### src/rtl/execute_stage_if.sv
// Signal bundle between the execute stage and its neighbours: decoder handshake,
// register-file writeback, PC redirect and the data-bus master port.
// Valid/ready: an instruction transfers on the rising edge where in_valid && in_ready;
// the producer holds in_* stable while in_valid is high and in_ready is low.
interface execute_stage_if #(
    parameter int XLEN       = 32,
    parameter int REG_ADDR_W = 4,
    parameter int OP_W       = 6
) ();
    logic                  in_valid;
    logic                  in_ready;
    logic [OP_W-1:0]       in_op;
    logic [REG_ADDR_W-1:0] in_rd;
    logic [XLEN-1:0]       in_rs1_data;
    logic [XLEN-1:0]       in_rs2_data;
    logic [XLEN-1:0]       in_imm;
    logic [XLEN-1:0]       in_pc;
    logic                  flush;
    logic                  rf_we;
    logic [REG_ADDR_W-1:0] rf_waddr;
    logic [XLEN-1:0]       rf_wdata;
    logic                  set_pc;
    logic [XLEN-1:0]       new_pc;
    logic                  misaligned;
    logic                  bus_req;
    logic                  bus_we;
    logic [XLEN-1:0]       bus_addr;
    logic [XLEN-1:0]       bus_wdata;
    logic [XLEN/8-1:0]     bus_wstrb;
    logic                  bus_ack;
    logic [XLEN-1:0]       bus_rdata;
    logic [1:0]            dbg_state;

    modport master (
        output in_valid, in_op, in_rd, in_rs1_data, in_rs2_data, in_imm, in_pc, flush,
               bus_ack, bus_rdata,
        input  in_ready, rf_we, rf_waddr, rf_wdata, set_pc, new_pc, misaligned,
               bus_req, bus_we, bus_addr, bus_wdata, bus_wstrb, dbg_state
    );

    modport slave (
        input  in_valid, in_op, in_rd, in_rs1_data, in_rs2_data, in_imm, in_pc, flush,
               bus_ack, bus_rdata,
        output in_ready, rf_we, rf_waddr, rf_wdata, set_pc, new_pc, misaligned,
               bus_req, bus_we, bus_addr, bus_wdata, bus_wstrb, dbg_state
    );
endinterface

### src/rtl/execute_stage.sv
// RV32E execute stage: single-cycle ALU/branch/jump in IDLE, loads and stores
// through a MEM/DRAIN bus-master sequence, registered writeback and redirect.
module execute_stage #(
    parameter int XLEN       = 32,
    parameter int REG_ADDR_W = 4,
    parameter int OP_W       = 6
) (
    input logic           clock,
    input logic           reset,
    execute_stage_if.slave io
);
    localparam int SH_W   = $clog2(XLEN);
    localparam int STRB_W = XLEN / 8;
    localparam int LANE_W = $clog2(STRB_W);

    localparam logic [1:0] S_IDLE  = 2'd0;
    localparam logic [1:0] S_MEM   = 2'd1;
    localparam logic [1:0] S_DRAIN = 2'd2;

    localparam logic [OP_W-1:0] INST_LUI   = OP_W'(1),  INST_AUIPC = OP_W'(2);
    localparam logic [OP_W-1:0] INST_JAL   = OP_W'(3),  INST_JALR  = OP_W'(4);
    localparam logic [OP_W-1:0] INST_BEQ   = OP_W'(5),  INST_BNE   = OP_W'(6);
    localparam logic [OP_W-1:0] INST_BLT   = OP_W'(7),  INST_BGE   = OP_W'(8);
    localparam logic [OP_W-1:0] INST_BLTU  = OP_W'(9),  INST_BGEU  = OP_W'(10);
    localparam logic [OP_W-1:0] INST_LB    = OP_W'(11), INST_LH    = OP_W'(12);
    localparam logic [OP_W-1:0] INST_LW    = OP_W'(13), INST_LBU   = OP_W'(14);
    localparam logic [OP_W-1:0] INST_LHU   = OP_W'(15), INST_SB    = OP_W'(16);
    localparam logic [OP_W-1:0] INST_SH    = OP_W'(17), INST_SW    = OP_W'(18);
    localparam logic [OP_W-1:0] INST_ADD   = OP_W'(19), INST_SUB   = OP_W'(20);
    localparam logic [OP_W-1:0] INST_SLL   = OP_W'(21), INST_SLT   = OP_W'(22);
    localparam logic [OP_W-1:0] INST_SLTU  = OP_W'(23), INST_XOR   = OP_W'(24);
    localparam logic [OP_W-1:0] INST_SRL   = OP_W'(25), INST_SRA   = OP_W'(26);
    localparam logic [OP_W-1:0] INST_OR    = OP_W'(27), INST_AND   = OP_W'(28);
    localparam logic [OP_W-1:0] INST_ADDI  = OP_W'(29), INST_SLTI  = OP_W'(30);
    localparam logic [OP_W-1:0] INST_SLTIU = OP_W'(31), INST_XORI  = OP_W'(32);
    localparam logic [OP_W-1:0] INST_ORI   = OP_W'(33), INST_ANDI  = OP_W'(34);
    localparam logic [OP_W-1:0] INST_SLLI  = OP_W'(35), INST_SRLI  = OP_W'(36);
    localparam logic [OP_W-1:0] INST_SRAI  = OP_W'(37);

    logic [1:0]            state_q, state_d;
    logic                  rf_we_q, rf_we_d, set_pc_q, set_pc_d, misaligned_q, misaligned_d;
    logic [REG_ADDR_W-1:0] rf_waddr_q, rf_waddr_d, ld_rd_q, ld_rd_d;
    logic [XLEN-1:0]       rf_wdata_q, rf_wdata_d, new_pc_q, new_pc_d;
    logic                  bus_req_q, bus_req_d, bus_we_q, bus_we_d, ld_uns_q, ld_uns_d;
    logic [XLEN-1:0]       bus_addr_q, bus_addr_d, bus_wdata_q, bus_wdata_d;
    logic [STRB_W-1:0]     bus_wstrb_q, bus_wstrb_d;
    logic [1:0]            ld_size_q, ld_size_d;

    logic [XLEN-1:0]   a, alu_b, ea, wr_data, pc_tgt, st_data, ld_shift, ld_data;
    logic [SH_W-1:0]   shamt;
    logic [LANE_W-1:0] lane;
    logic [STRB_W-1:0] strb;
    logic [1:0]        mem_size;
    logic              wr_en, pc_set, is_mem, mem_we, mem_uns, mis;

    // Instruction decode and single-cycle datapath.
    always_comb begin
        a        = io.in_rs1_data;
        ea       = io.in_rs1_data + io.in_imm;
        lane     = ea[LANE_W-1:0];
        wr_en    = 1'b0;
        wr_data  = '0;
        pc_set   = 1'b0;
        pc_tgt   = io.in_pc + io.in_imm;
        is_mem   = 1'b0;
        mem_we   = 1'b0;
        mem_uns  = 1'b0;
        mem_size = 2'd0;
        mis      = 1'b0;
        case (io.in_op)
            INST_ADDI, INST_SLTI, INST_SLTIU, INST_XORI, INST_ORI, INST_ANDI,
            INST_SLLI, INST_SRLI, INST_SRAI: alu_b = io.in_imm;
            default:                         alu_b = io.in_rs2_data;
        endcase
        shamt = alu_b[SH_W-1:0];
        case (io.in_op)
            INST_ADD, INST_ADDI:   begin wr_en = 1'b1; wr_data = a + alu_b; end
            INST_SUB:              begin wr_en = 1'b1; wr_data = a - alu_b; end
            INST_SLL, INST_SLLI:   begin wr_en = 1'b1; wr_data = a << shamt; end
            INST_SLT, INST_SLTI:   begin wr_en = 1'b1; wr_data = XLEN'($signed(a) < $signed(alu_b)); end
            INST_SLTU, INST_SLTIU: begin wr_en = 1'b1; wr_data = XLEN'(a < alu_b); end
            INST_XOR, INST_XORI:   begin wr_en = 1'b1; wr_data = a ^ alu_b; end
            INST_SRL, INST_SRLI:   begin wr_en = 1'b1; wr_data = a >> shamt; end
            INST_SRA, INST_SRAI:   begin wr_en = 1'b1; wr_data = XLEN'($signed(a) >>> shamt); end
            INST_OR, INST_ORI:     begin wr_en = 1'b1; wr_data = a | alu_b; end
            INST_AND, INST_ANDI:   begin wr_en = 1'b1; wr_data = a & alu_b; end
            INST_LUI:              begin wr_en = 1'b1; wr_data = io.in_imm; end
            INST_AUIPC:            begin wr_en = 1'b1; wr_data = io.in_pc + io.in_imm; end
            INST_JAL:              begin wr_en = 1'b1; wr_data = io.in_pc + XLEN'(4); pc_set = 1'b1; end
            INST_JALR: begin
                wr_en   = 1'b1;
                wr_data = io.in_pc + XLEN'(4);
                pc_set  = 1'b1;
                pc_tgt  = {ea[XLEN-1:1], 1'b0};
            end
            INST_BEQ:  pc_set = (a == alu_b);
            INST_BNE:  pc_set = (a != alu_b);
            INST_BLT:  pc_set = ($signed(a) < $signed(alu_b));
            INST_BGE:  pc_set = ($signed(a) >= $signed(alu_b));
            INST_BLTU: pc_set = (a < alu_b);
            INST_BGEU: pc_set = (a >= alu_b);
            INST_LB, INST_LBU, INST_SB: begin
                is_mem  = 1'b1;
                mem_we  = (io.in_op == INST_SB);
                mem_uns = (io.in_op == INST_LBU);
            end
            INST_LH, INST_LHU, INST_SH: begin
                is_mem   = 1'b1;
                mem_size = 2'd1;
                mem_we   = (io.in_op == INST_SH);
                mem_uns  = (io.in_op == INST_LHU);
                mis      = ea[0];
            end
            INST_LW, INST_SW: begin
                is_mem   = 1'b1;
                mem_size = 2'd2;
                mem_we   = (io.in_op == INST_SW);
                mis      = |ea[1:0];
            end
            default: ;
        endcase
        // Narrow stores replicate the datum across every lane; the strobe picks one.
        case (mem_size)
            2'd0:    begin strb = STRB_W'(1) << lane;  st_data = {(XLEN/8){io.in_rs2_data[7:0]}}; end
            2'd1:    begin strb = STRB_W'(3) << lane;  st_data = {(XLEN/16){io.in_rs2_data[15:0]}}; end
            default: begin strb = STRB_W'(15) << lane; st_data = {(XLEN/32){io.in_rs2_data[31:0]}}; end
        endcase
    end

    // Load lane extraction, driven from the address held during the bus phase.
    always_comb begin
        ld_shift = io.bus_rdata >> {bus_addr_q[LANE_W-1:0], 3'b000};
        case (ld_size_q)
            2'd0: if (ld_uns_q) ld_data = XLEN'(ld_shift[7:0]);
                  else          ld_data = XLEN'($signed(ld_shift[7:0]));
            2'd1: if (ld_uns_q) ld_data = XLEN'(ld_shift[15:0]);
                  else          ld_data = XLEN'($signed(ld_shift[15:0]));
            default:            ld_data = XLEN'($signed(ld_shift[31:0]));
        endcase
    end

    always_comb begin
        state_d      = state_q;
        rf_we_d      = 1'b0;
        rf_waddr_d   = rf_waddr_q;
        rf_wdata_d   = rf_wdata_q;
        set_pc_d     = 1'b0;
        new_pc_d     = new_pc_q;
        misaligned_d = 1'b0;
        bus_req_d    = bus_req_q;
        bus_we_d     = bus_we_q;
        bus_addr_d   = bus_addr_q;
        bus_wdata_d  = bus_wdata_q;
        bus_wstrb_d  = bus_wstrb_q;
        ld_rd_d      = ld_rd_q;
        ld_size_d    = ld_size_q;
        ld_uns_d     = ld_uns_q;
        case (state_q)
            S_IDLE: if (io.in_valid && !io.flush) begin
                if (is_mem && mis) begin
                    misaligned_d = 1'b1;
                end else if (is_mem) begin
                    state_d     = S_MEM;
                    bus_req_d   = 1'b1;
                    bus_we_d    = mem_we;
                    bus_addr_d  = ea;
                    bus_wdata_d = mem_we ? st_data : '0;
                    bus_wstrb_d = strb;
                    ld_rd_d     = io.in_rd;
                    ld_size_d   = mem_size;
                    ld_uns_d    = mem_uns;
                end else begin
                    if (wr_en && io.in_rd != '0) begin
                        rf_we_d    = 1'b1;
                        rf_waddr_d = io.in_rd;
                        rf_wdata_d = wr_data;
                    end
                    if (pc_set) begin
                        set_pc_d = 1'b1;
                        new_pc_d = pc_tgt;
                    end
                end
            end
            // A flush coinciding with the ack still wins: the data is discarded.
            S_MEM: if (io.bus_ack) begin
                state_d   = S_IDLE;
                bus_req_d = 1'b0;
                if (!io.flush && !bus_we_q && ld_rd_q != '0) begin
                    rf_we_d    = 1'b1;
                    rf_waddr_d = ld_rd_q;
                    rf_wdata_d = ld_data;
                end
            end else if (io.flush) begin
                state_d = S_DRAIN;
            end
            S_DRAIN: if (io.bus_ack) begin
                state_d   = S_IDLE;
                bus_req_d = 1'b0;
            end
            default: begin
                state_d   = S_IDLE;
                bus_req_d = 1'b0;
            end
        endcase
    end

    always_ff @(posedge clock) begin
        if (reset) begin
            state_q      <= S_IDLE;
            rf_we_q      <= 1'b0;
            rf_waddr_q   <= '0;
            rf_wdata_q   <= '0;
            set_pc_q     <= 1'b0;
            new_pc_q     <= '0;
            misaligned_q <= 1'b0;
            bus_req_q    <= 1'b0;
            bus_we_q     <= 1'b0;
            bus_addr_q   <= '0;
            bus_wdata_q  <= '0;
            bus_wstrb_q  <= '0;
            ld_rd_q      <= '0;
            ld_size_q    <= 2'd0;
            ld_uns_q     <= 1'b0;
        end else begin
            state_q      <= state_d;
            rf_we_q      <= rf_we_d;
            rf_waddr_q   <= rf_waddr_d;
            rf_wdata_q   <= rf_wdata_d;
            set_pc_q     <= set_pc_d;
            new_pc_q     <= new_pc_d;
            misaligned_q <= misaligned_d;
            bus_req_q    <= bus_req_d;
            bus_we_q     <= bus_we_d;
            bus_addr_q   <= bus_addr_d;
            bus_wdata_q  <= bus_wdata_d;
            bus_wstrb_q  <= bus_wstrb_d;
            ld_rd_q      <= ld_rd_d;
            ld_size_q    <= ld_size_d;
            ld_uns_q     <= ld_uns_d;
        end
    end

    assign io.in_ready   = (state_q == S_IDLE);
    assign io.rf_we      = rf_we_q;
    assign io.rf_waddr   = rf_waddr_q;
    assign io.rf_wdata   = rf_wdata_q;
    assign io.set_pc     = set_pc_q;
    assign io.new_pc     = new_pc_q;
    assign io.misaligned = misaligned_q;
    assign io.bus_req    = bus_req_q;
    assign io.bus_we     = bus_we_q;
    assign io.bus_addr   = bus_addr_q;
    assign io.bus_wdata  = bus_wdata_q;
    assign io.bus_wstrb  = bus_wstrb_q;
    assign io.dbg_state  = state_q;
endmodule

### src/flat_wrapper.sv
// flat-port wrapper written by rule: the top's interface ports become plain ports
module execute_stage_flat 
#(
    parameter int XLEN       = 32,
    parameter int REG_ADDR_W = 4,
    parameter int OP_W       = 6
)
  (clock, reset, io_in_valid, io_in_op, io_in_rd, io_in_rs1_data, io_in_rs2_data, io_in_imm, io_in_pc, io_flush, io_bus_ack, io_bus_rdata, io_in_ready, io_rf_we, io_rf_waddr, io_rf_wdata, io_set_pc, io_new_pc, io_misaligned, io_bus_req, io_bus_we, io_bus_addr, io_bus_wdata, io_bus_wstrb, io_dbg_state);
  execute_stage_if #(.XLEN(XLEN), .REG_ADDR_W(REG_ADDR_W), .OP_W(OP_W)) io_i ();
  input logic clock;
  input logic reset;
  input wire logic [$bits(io_i.in_valid)-1:0] io_in_valid;
  input wire logic [$bits(io_i.in_op)-1:0] io_in_op;
  input wire logic [$bits(io_i.in_rd)-1:0] io_in_rd;
  input wire logic [$bits(io_i.in_rs1_data)-1:0] io_in_rs1_data;
  input wire logic [$bits(io_i.in_rs2_data)-1:0] io_in_rs2_data;
  input wire logic [$bits(io_i.in_imm)-1:0] io_in_imm;
  input wire logic [$bits(io_i.in_pc)-1:0] io_in_pc;
  input wire logic [$bits(io_i.flush)-1:0] io_flush;
  input wire logic [$bits(io_i.bus_ack)-1:0] io_bus_ack;
  input wire logic [$bits(io_i.bus_rdata)-1:0] io_bus_rdata;
  output wire logic [$bits(io_i.in_ready)-1:0] io_in_ready;
  output wire logic [$bits(io_i.rf_we)-1:0] io_rf_we;
  output wire logic [$bits(io_i.rf_waddr)-1:0] io_rf_waddr;
  output wire logic [$bits(io_i.rf_wdata)-1:0] io_rf_wdata;
  output wire logic [$bits(io_i.set_pc)-1:0] io_set_pc;
  output wire logic [$bits(io_i.new_pc)-1:0] io_new_pc;
  output wire logic [$bits(io_i.misaligned)-1:0] io_misaligned;
  output wire logic [$bits(io_i.bus_req)-1:0] io_bus_req;
  output wire logic [$bits(io_i.bus_we)-1:0] io_bus_we;
  output wire logic [$bits(io_i.bus_addr)-1:0] io_bus_addr;
  output wire logic [$bits(io_i.bus_wdata)-1:0] io_bus_wdata;
  output wire logic [$bits(io_i.bus_wstrb)-1:0] io_bus_wstrb;
  output wire logic [$bits(io_i.dbg_state)-1:0] io_dbg_state;
  assign io_i.in_valid = io_in_valid;
  assign io_i.in_op = io_in_op;
  assign io_i.in_rd = io_in_rd;
  assign io_i.in_rs1_data = io_in_rs1_data;
  assign io_i.in_rs2_data = io_in_rs2_data;
  assign io_i.in_imm = io_in_imm;
  assign io_i.in_pc = io_in_pc;
  assign io_i.flush = io_flush;
  assign io_i.bus_ack = io_bus_ack;
  assign io_i.bus_rdata = io_bus_rdata;
  assign io_in_ready = io_i.in_ready;
  assign io_rf_we = io_i.rf_we;
  assign io_rf_waddr = io_i.rf_waddr;
  assign io_rf_wdata = io_i.rf_wdata;
  assign io_set_pc = io_i.set_pc;
  assign io_new_pc = io_i.new_pc;
  assign io_misaligned = io_i.misaligned;
  assign io_bus_req = io_i.bus_req;
  assign io_bus_we = io_i.bus_we;
  assign io_bus_addr = io_i.bus_addr;
  assign io_bus_wdata = io_i.bus_wdata;
  assign io_bus_wstrb = io_i.bus_wstrb;
  assign io_dbg_state = io_i.dbg_state;
  execute_stage #(.XLEN(XLEN), .REG_ADDR_W(REG_ADDR_W), .OP_W(OP_W)) u_core (.clock(clock), .reset(reset), .io(io_i));
endmodule
### config.mk
export PLATFORM = sky130hd
export DESIGN_NAME = execute_stage_flat
export DESIGN_NICKNAME = d
export VERILOG_FILES = /design/src/rtl/execute_stage_if.sv /design/src/rtl/execute_stage.sv /design/src/flat_wrapper.sv
export SDC_FILE = /design/constraint.sdc
export NUM_CORES = 1
export LEC_CHECK = 0
export ABC_AREA = 1
export CAP_MARGIN = 0
export CORE_UTILIZATION = 30
export CTS_CLUSTER_DIAMETER = 100
export DETAILED_ROUTE_END_ITERATION = 8
export MAX_ROUTING_LAYER = met4
export PLACE_DENSITY_LB_ADDON = 0.05
export SLEW_MARGIN = 0
export SYNTH_ARGS = -nofsm -noshare
export SYNTH_HDL_FRONTEND = slang
export SYNTH_SLANG_ARGS = --single-unit
### constraint.sdc
create_clock -name clock -period 10.3 [get_ports clock]
set_clock_uncertainty 0.2 [all_clocks]
set_input_delay 2.06 -clock clock [delete_from_list [all_inputs] [get_ports clock]]
set_output_delay 2.06 -clock clock [all_outputs]
set_load 0.1 [all_outputs]
### Word-level counts from Yosys, hierarchy flattened

Cells that the tools add are included.

* register bits: 150
* logic and storage cells: 180
* RAM bits: 0
* ROM bits: 0
* latch bits: 0
* memories kept: 0
* output and inout bits: 144

* equal/unequal tests: 53
* shift operators: 7
* reductions and logical operators: 38
* magnitude comparators: 4
* multiplexer cells: 51
* div/mod/pow operators: 0
* bitwise operators: 7
* $mul: 0
* $add $sub $neg: 5

Operators with widths (number)
* $pmux 32 s13: 1
* $mux 32: 11
* $pmux 32 s2: 3
* $add 32x32->32: 3
* $eq 6x5->1 const B: 16
* $ge 32x32->1: 2
* $lt 32x32->1: 2
* $shr 32x5->32: 2
* $eq 6x4->1 const B: 8
* $eq 6x6->1 const B: 6
* $add 32x3->32 const B: 1
* $and 32x32->32: 1
* $eq 32x32->1: 1
* $ne 32x32->1: 1
* $or 32x32->32: 1
* $shl 32x5->32: 1
* $sshr 32x5->32: 1
* $sub 32x32->32: 1
* $xor 32x32->32: 1
* $reduce_or 2->1: 13
* $eq 6x3->1 const B: 4
* $mux 4: 6
* $reduce_or 23->1: 1
* $pmux 4 s2: 2
* 30 further kinds: 76

### Longest topological paths before layout

* depth in word-level cells: 10
* gate-level depth with buffers: 33
* gate-level depth less buffers: 29

### Least setup slack after synthesis

OpenSTA, ideal clock, no wires.

* path kind: input-to-reg
* start: input port io_in_op[0]
* end: register u_core.new_pc_q[0], in the netlist u_core.io.new_pc[0]
* stages on the path: 30
* data required time: 9981 ps
* setup slack: 4221 ps
* arrival time: 5760 ps
* cells stage by stage: inv_2 -> nand2_2 -> nand3_1 -> nand3_4 -> nor2_8 -> buf_2 -> buf_1 -> nand2_1 -> o21ai_0 -> inv_1 -> ha_1 -> clkbuf_1 -> nor2_1 -> inv_1 -> nor2_1 -> inv_1 -> nor3_1 -> inv_1 -> nor2_1 -> nand4_1 -> nand4_1 -> nand2_1 -> nor2_1 -> nand2_1 -> nor2_4 -> nand3_4 -> buf_6 -> buf_6 -> a21oi_1 -> nor2_1

* cells in the longest elaborated chain, start to end: 6
* elaborated cells on any way between the ends: 45

RTL lines
* start, declared: line flat_wrapper.sv:13 `input wire logic [$bits(io_i.in_op)-1:0] io_in_op;`
* $eq 6x5->1 (tied with other cells): line execute_stage.sv:70 `case (io.in_op)`
* $reduce_or 9->1 (tied with other cells): line execute_stage.sv:70
* $mux 32 (tied with other cells): line execute_stage.sv:70
* $ge 32x32->1 (tied with other cells): line execute_stage.sv:101 `INST_BGEU: pc_set = (a >= alu_b);`
* $pmux 1 s7 or $not 1->1 (tied branches)
* $reduce_and 5->1 (no line)
* end signal, assigned: line execute_stage.sv:230 `new_pc_q <= new_pc_d;`
* end, declared: line execute_stage.sv:43 `logic [XLEN-1:0] rf_wdata_q, rf_wdata_d, new_pc_q, new_pc_d;`

Parallel ways exist; a longest one is shown, timed or not.
A chain may end at the register's enable or synchronous reset.

### Final worst setup path

* start: input port io_in_op[1]
* end: register u_core.new_pc_q[16], in the netlist u_core.io.new_pc[16]

The elaborated chain is that of the path after synthesis.

==> metrics <==
Sink Count=150; Fin. Hold Viols=0; crit path kind=input port to flip-flop; Final setup viols=0; Clk Latency, worst-skew pair=0.49 ns; crit-path leading delay family=simple AND/OR/NAND/NOR gates; die area=70900 um^2; fin crit period=7.76 ns; Ys Warns=0; sw power=1.69 mW; Final Max Slew Viols=0; num rows=96; outcome=finished clean; syn_area_per_cell=~5.7 um^2; Req. time, crit path=10.47 ns; Cell Area, Synth=approximately 21000 um^2; Max stage delay on crit path=0.57 ns; Post-Route WL=128000 um; first-pass GRT wire length=between 150000 and 200000 um; Critical Path Slowest Stage Cell=nor2_8; Hold Buf Count CTS=0; DR WL/cell=about 26 um; sequential element share of the synthesized area=14.3%; max frequency=129 MHz; Clock power frac=between 20 and 25%; die width=266 um; cts repair resizes=0; grt total ovfl=0; starting density of the core=30.5%; DRC Markers=0; switching portion of total power=54.4%; power density cells=122 nW/um^2; synthesis-to-layout area growth=22.3%; part of the power in combinational logic=a little under three fifths; share of post-route cells with drive strength above 1=4.58%; routability cong.=1.04; Buf+Inv Stages, Crit Path=7; H-tree depth=4; Clock Path Buffers=2; hold_ws=between 0.2 and 0.3 ns; Design Power=3.12 mW; internal power=1.42 mW; crit path launch type=input port; largest net degree at the start of global routing=103; # IOs=319; Antenna Nets Post-Route=0; crit path capture type=flip-flop; Initial DRC Count=3246; via count=~27000; core area=68800 um^2; Mapped Cells=approximately 3700; Hold Path Class=flip-flop to flip-flop; total CTS buffers=17; Layout Nets=about 4300; setup TNS=0 ns; post-synth net total=4040; TritonCTS clock tree=yes; clock slew at reported path FFs=0.07 ns; #FFs+latches synth=150; initial antenna violation count=3; 1st-pass router iterations=6; RSZ-0062 raised after global routing=false; worst-margin pin slew=1.40 ns; worst-path fanout max=46; Vias/cell=5.56; final period utilization=75.3%; Arrival @ worst endpoint=approximately 8 ns; Max-cap violations=0; GRT Total Usage=36.3%; Slew HR=4.23%; vias in the first global route=around 26000; Clock Tree Root=clkbuf_16; VDD IR max=0.000109 V; die height=266 um; Leakage=approximately 11 nW; setup bufs post-CTS=0; Sequential Power Share=20.7%; HPWL after detailed placement=between 100000 and 150000 um; Port Buffers=318; post-synth cell types=between 60 and 70
==> path summary, 6_finish.rpt <==
path / cells after the start / slack (ns) / start / to
max reg2reg: 13 / 6.74 / u_core.io.dbg_state[1] / u_core.io.rf_wdata[27]
min: 2 / 0.27 / u_core.io.bus_wdata[9] / u_core.io.bus_wdata[9]
min reg2reg: 2 / 0.27 / u_core.io.bus_wdata[9] / u_core.io.bus_wdata[9]
max: 29 / 2.54 / io_in_op[1] / u_core.io.new_pc[16]
==> worst reg2reg max path, stage by stage (launching register included) <==
cell	delay [ns]
dfxtp_1	0.33
inv_1	0.10
ha_1	0.15
buf_4	0.32
inv_1	0.08
buf_4	0.30
nor4_1	0.30
o41ai_1	0.14
o21ai_0	0.09
nand2_1	0.08
nor2_2	0.46
inv_2	0.41
a21oi_1	0.37
a21oi_1	0.11
==> through the flow <==
step / util [%] / std cells / setup WS (ns) / cell area, um^2
finish: 37.3 / 4867 / 2.54 / 25600
global route: 37.2 / 4866 / 2.11 / 25600
CTS: 37.2 / 4864 / 2.63 / 25600
detailed placement: 36.3 / 4832 / 2.15 / 25000
global placement: 36.3 / 4832 / 2.22 / 25000
floorplan: - / 3706 / 4.22 / 21000
==> synth_stat cells (all sizes together) <==
master | number | area, um^2
a211oi | 13 | 97.6
nand3 | 259 | 1400
nand2 | 941 | 3620
a22oi | 3 | 22.5
a31oi | 30 | 188
or4 | 1 | 7.51
nor4 | 15 | 93.8
o22ai | 26 | 163
nor3 | 50 | 250
a31o | 1 | 8.76
and2 | 1 | 6.26
a21o | 11 | 82.6
buf | 55 | 278
inv | 412 | 1550
o211ai | 48 | 360
a41oi | 1 | 8.76
o21a | 12 | 90.1
o41ai | 2 | 17.5
nand3b | 9 | 67.6
clkinv | 10 | 37.5
xnor2 | 24 | 210
ha | 156 | 1950
a21oi | 365 | 1830
nand4 | 32 | 200
a21boi | 7 | 52.6
o311ai | 1 | 8.76
nor2 | 377 | 1490
nand2b | 1 | 6.26
o221ai | 15 | 131
mux2i | 15 | 150
or2 | 18 | 113
dfxtp | 150 | 3000
o21ai | 427 | 2150
fa | 3 | 60.1
o2111ai | 8 | 70.1
clkbuf | 119 | 447
xor2 | 36 | 315
o21bai | 16 | 124
o2111a | 1 | 11.3
a221oi | 20 | 175
o31ai | 7 | 52.6
a2111oi | 6 | 52.6
o221a | 1 | 11.3
nor3b | 1 | 7.51
==> cells by family after synthesis <==
| family | share of synthesized area [%] |
|---|---|
| adders and majority gates | 9.60 |
| xor gates and xnor gates | 2.51 |
| buffers and inverters | 11.0 |
| AOI/OAI and AO/OA | 27.3 |
| and+or+nand+nor | 34.6 |
| DFF | 14.3 |
| muxes | 0.716 |
==> layout by cell type, fill, tap and decap left out, types with 32 or more instances in the layout <==
master	count
dfxtp_1	150
buf_4	50
clkdlybuf4s50_1	317
inv_1	399
nor2_1	361
nand3_1	242
ha_1	156
o211ai_1	48
nand2_1	915
o21ai_0	408
nand4_1	32
xor2_1	36
nor3_1	50
a21oi_1	363
==> cell type report <==
cell class	count	area, um^2
clock inverters	15	196
well taps	931	1160
flip-flops and latches	150	3000
multi-input cells	2960	15700
fillers	7883	43200
diodes	3	7.51
repair buffers	369	3570
inverters	422	1580
clock buffers	17	425
==> metal layers <==
metal  wire length (um)  vias to the layer above  global-route usage [%]
met4               8090                        0                    20.3
met5                  0                        -                       -
met2              54800                     1139                    53.6
met3               8570                      202                    4.26
met1              56600                    12800                    47.8
li1                   -                    12900                       -
==> power groups by stage <==
stage | Combinational, mW | Clock (mW) | Sequential [mW]
after CTS | 1.76 | 0.699 | 0.644
final | 1.79 | 0.680 | 0.644
after detailed placement | 1.75 | 0 | 0.657
after floorplan | 0.838 | 0 | 0.941
after global routing | 1.91 | 0.717 | 0.649
after global placement | 1.77 | 0 | 0.657
==> state kept, by name, summed over array words and instances, names as in the netlist <==
register / count
u_core.io.dbg_state: 2
u_core.io.set_pc: 1
u_core.io.bus_req: 1
u_core.ld_rd_q: 4
u_core.io.misaligned: 1
u_core.io.new_pc: 32
u_core.io.rf_wdata: 32
u_core.io.bus_addr: 32
u_core.ld_size_q: 2
u_core.io.rf_waddr: 4
u_core.io.bus_wdata: 32
u_core.io.bus_wstrb: 4
u_core.ld_uns_q: 1
u_core.io.bus_we: 1
u_core.io.rf_we: 1
Power figures use the tool's default switching activity.
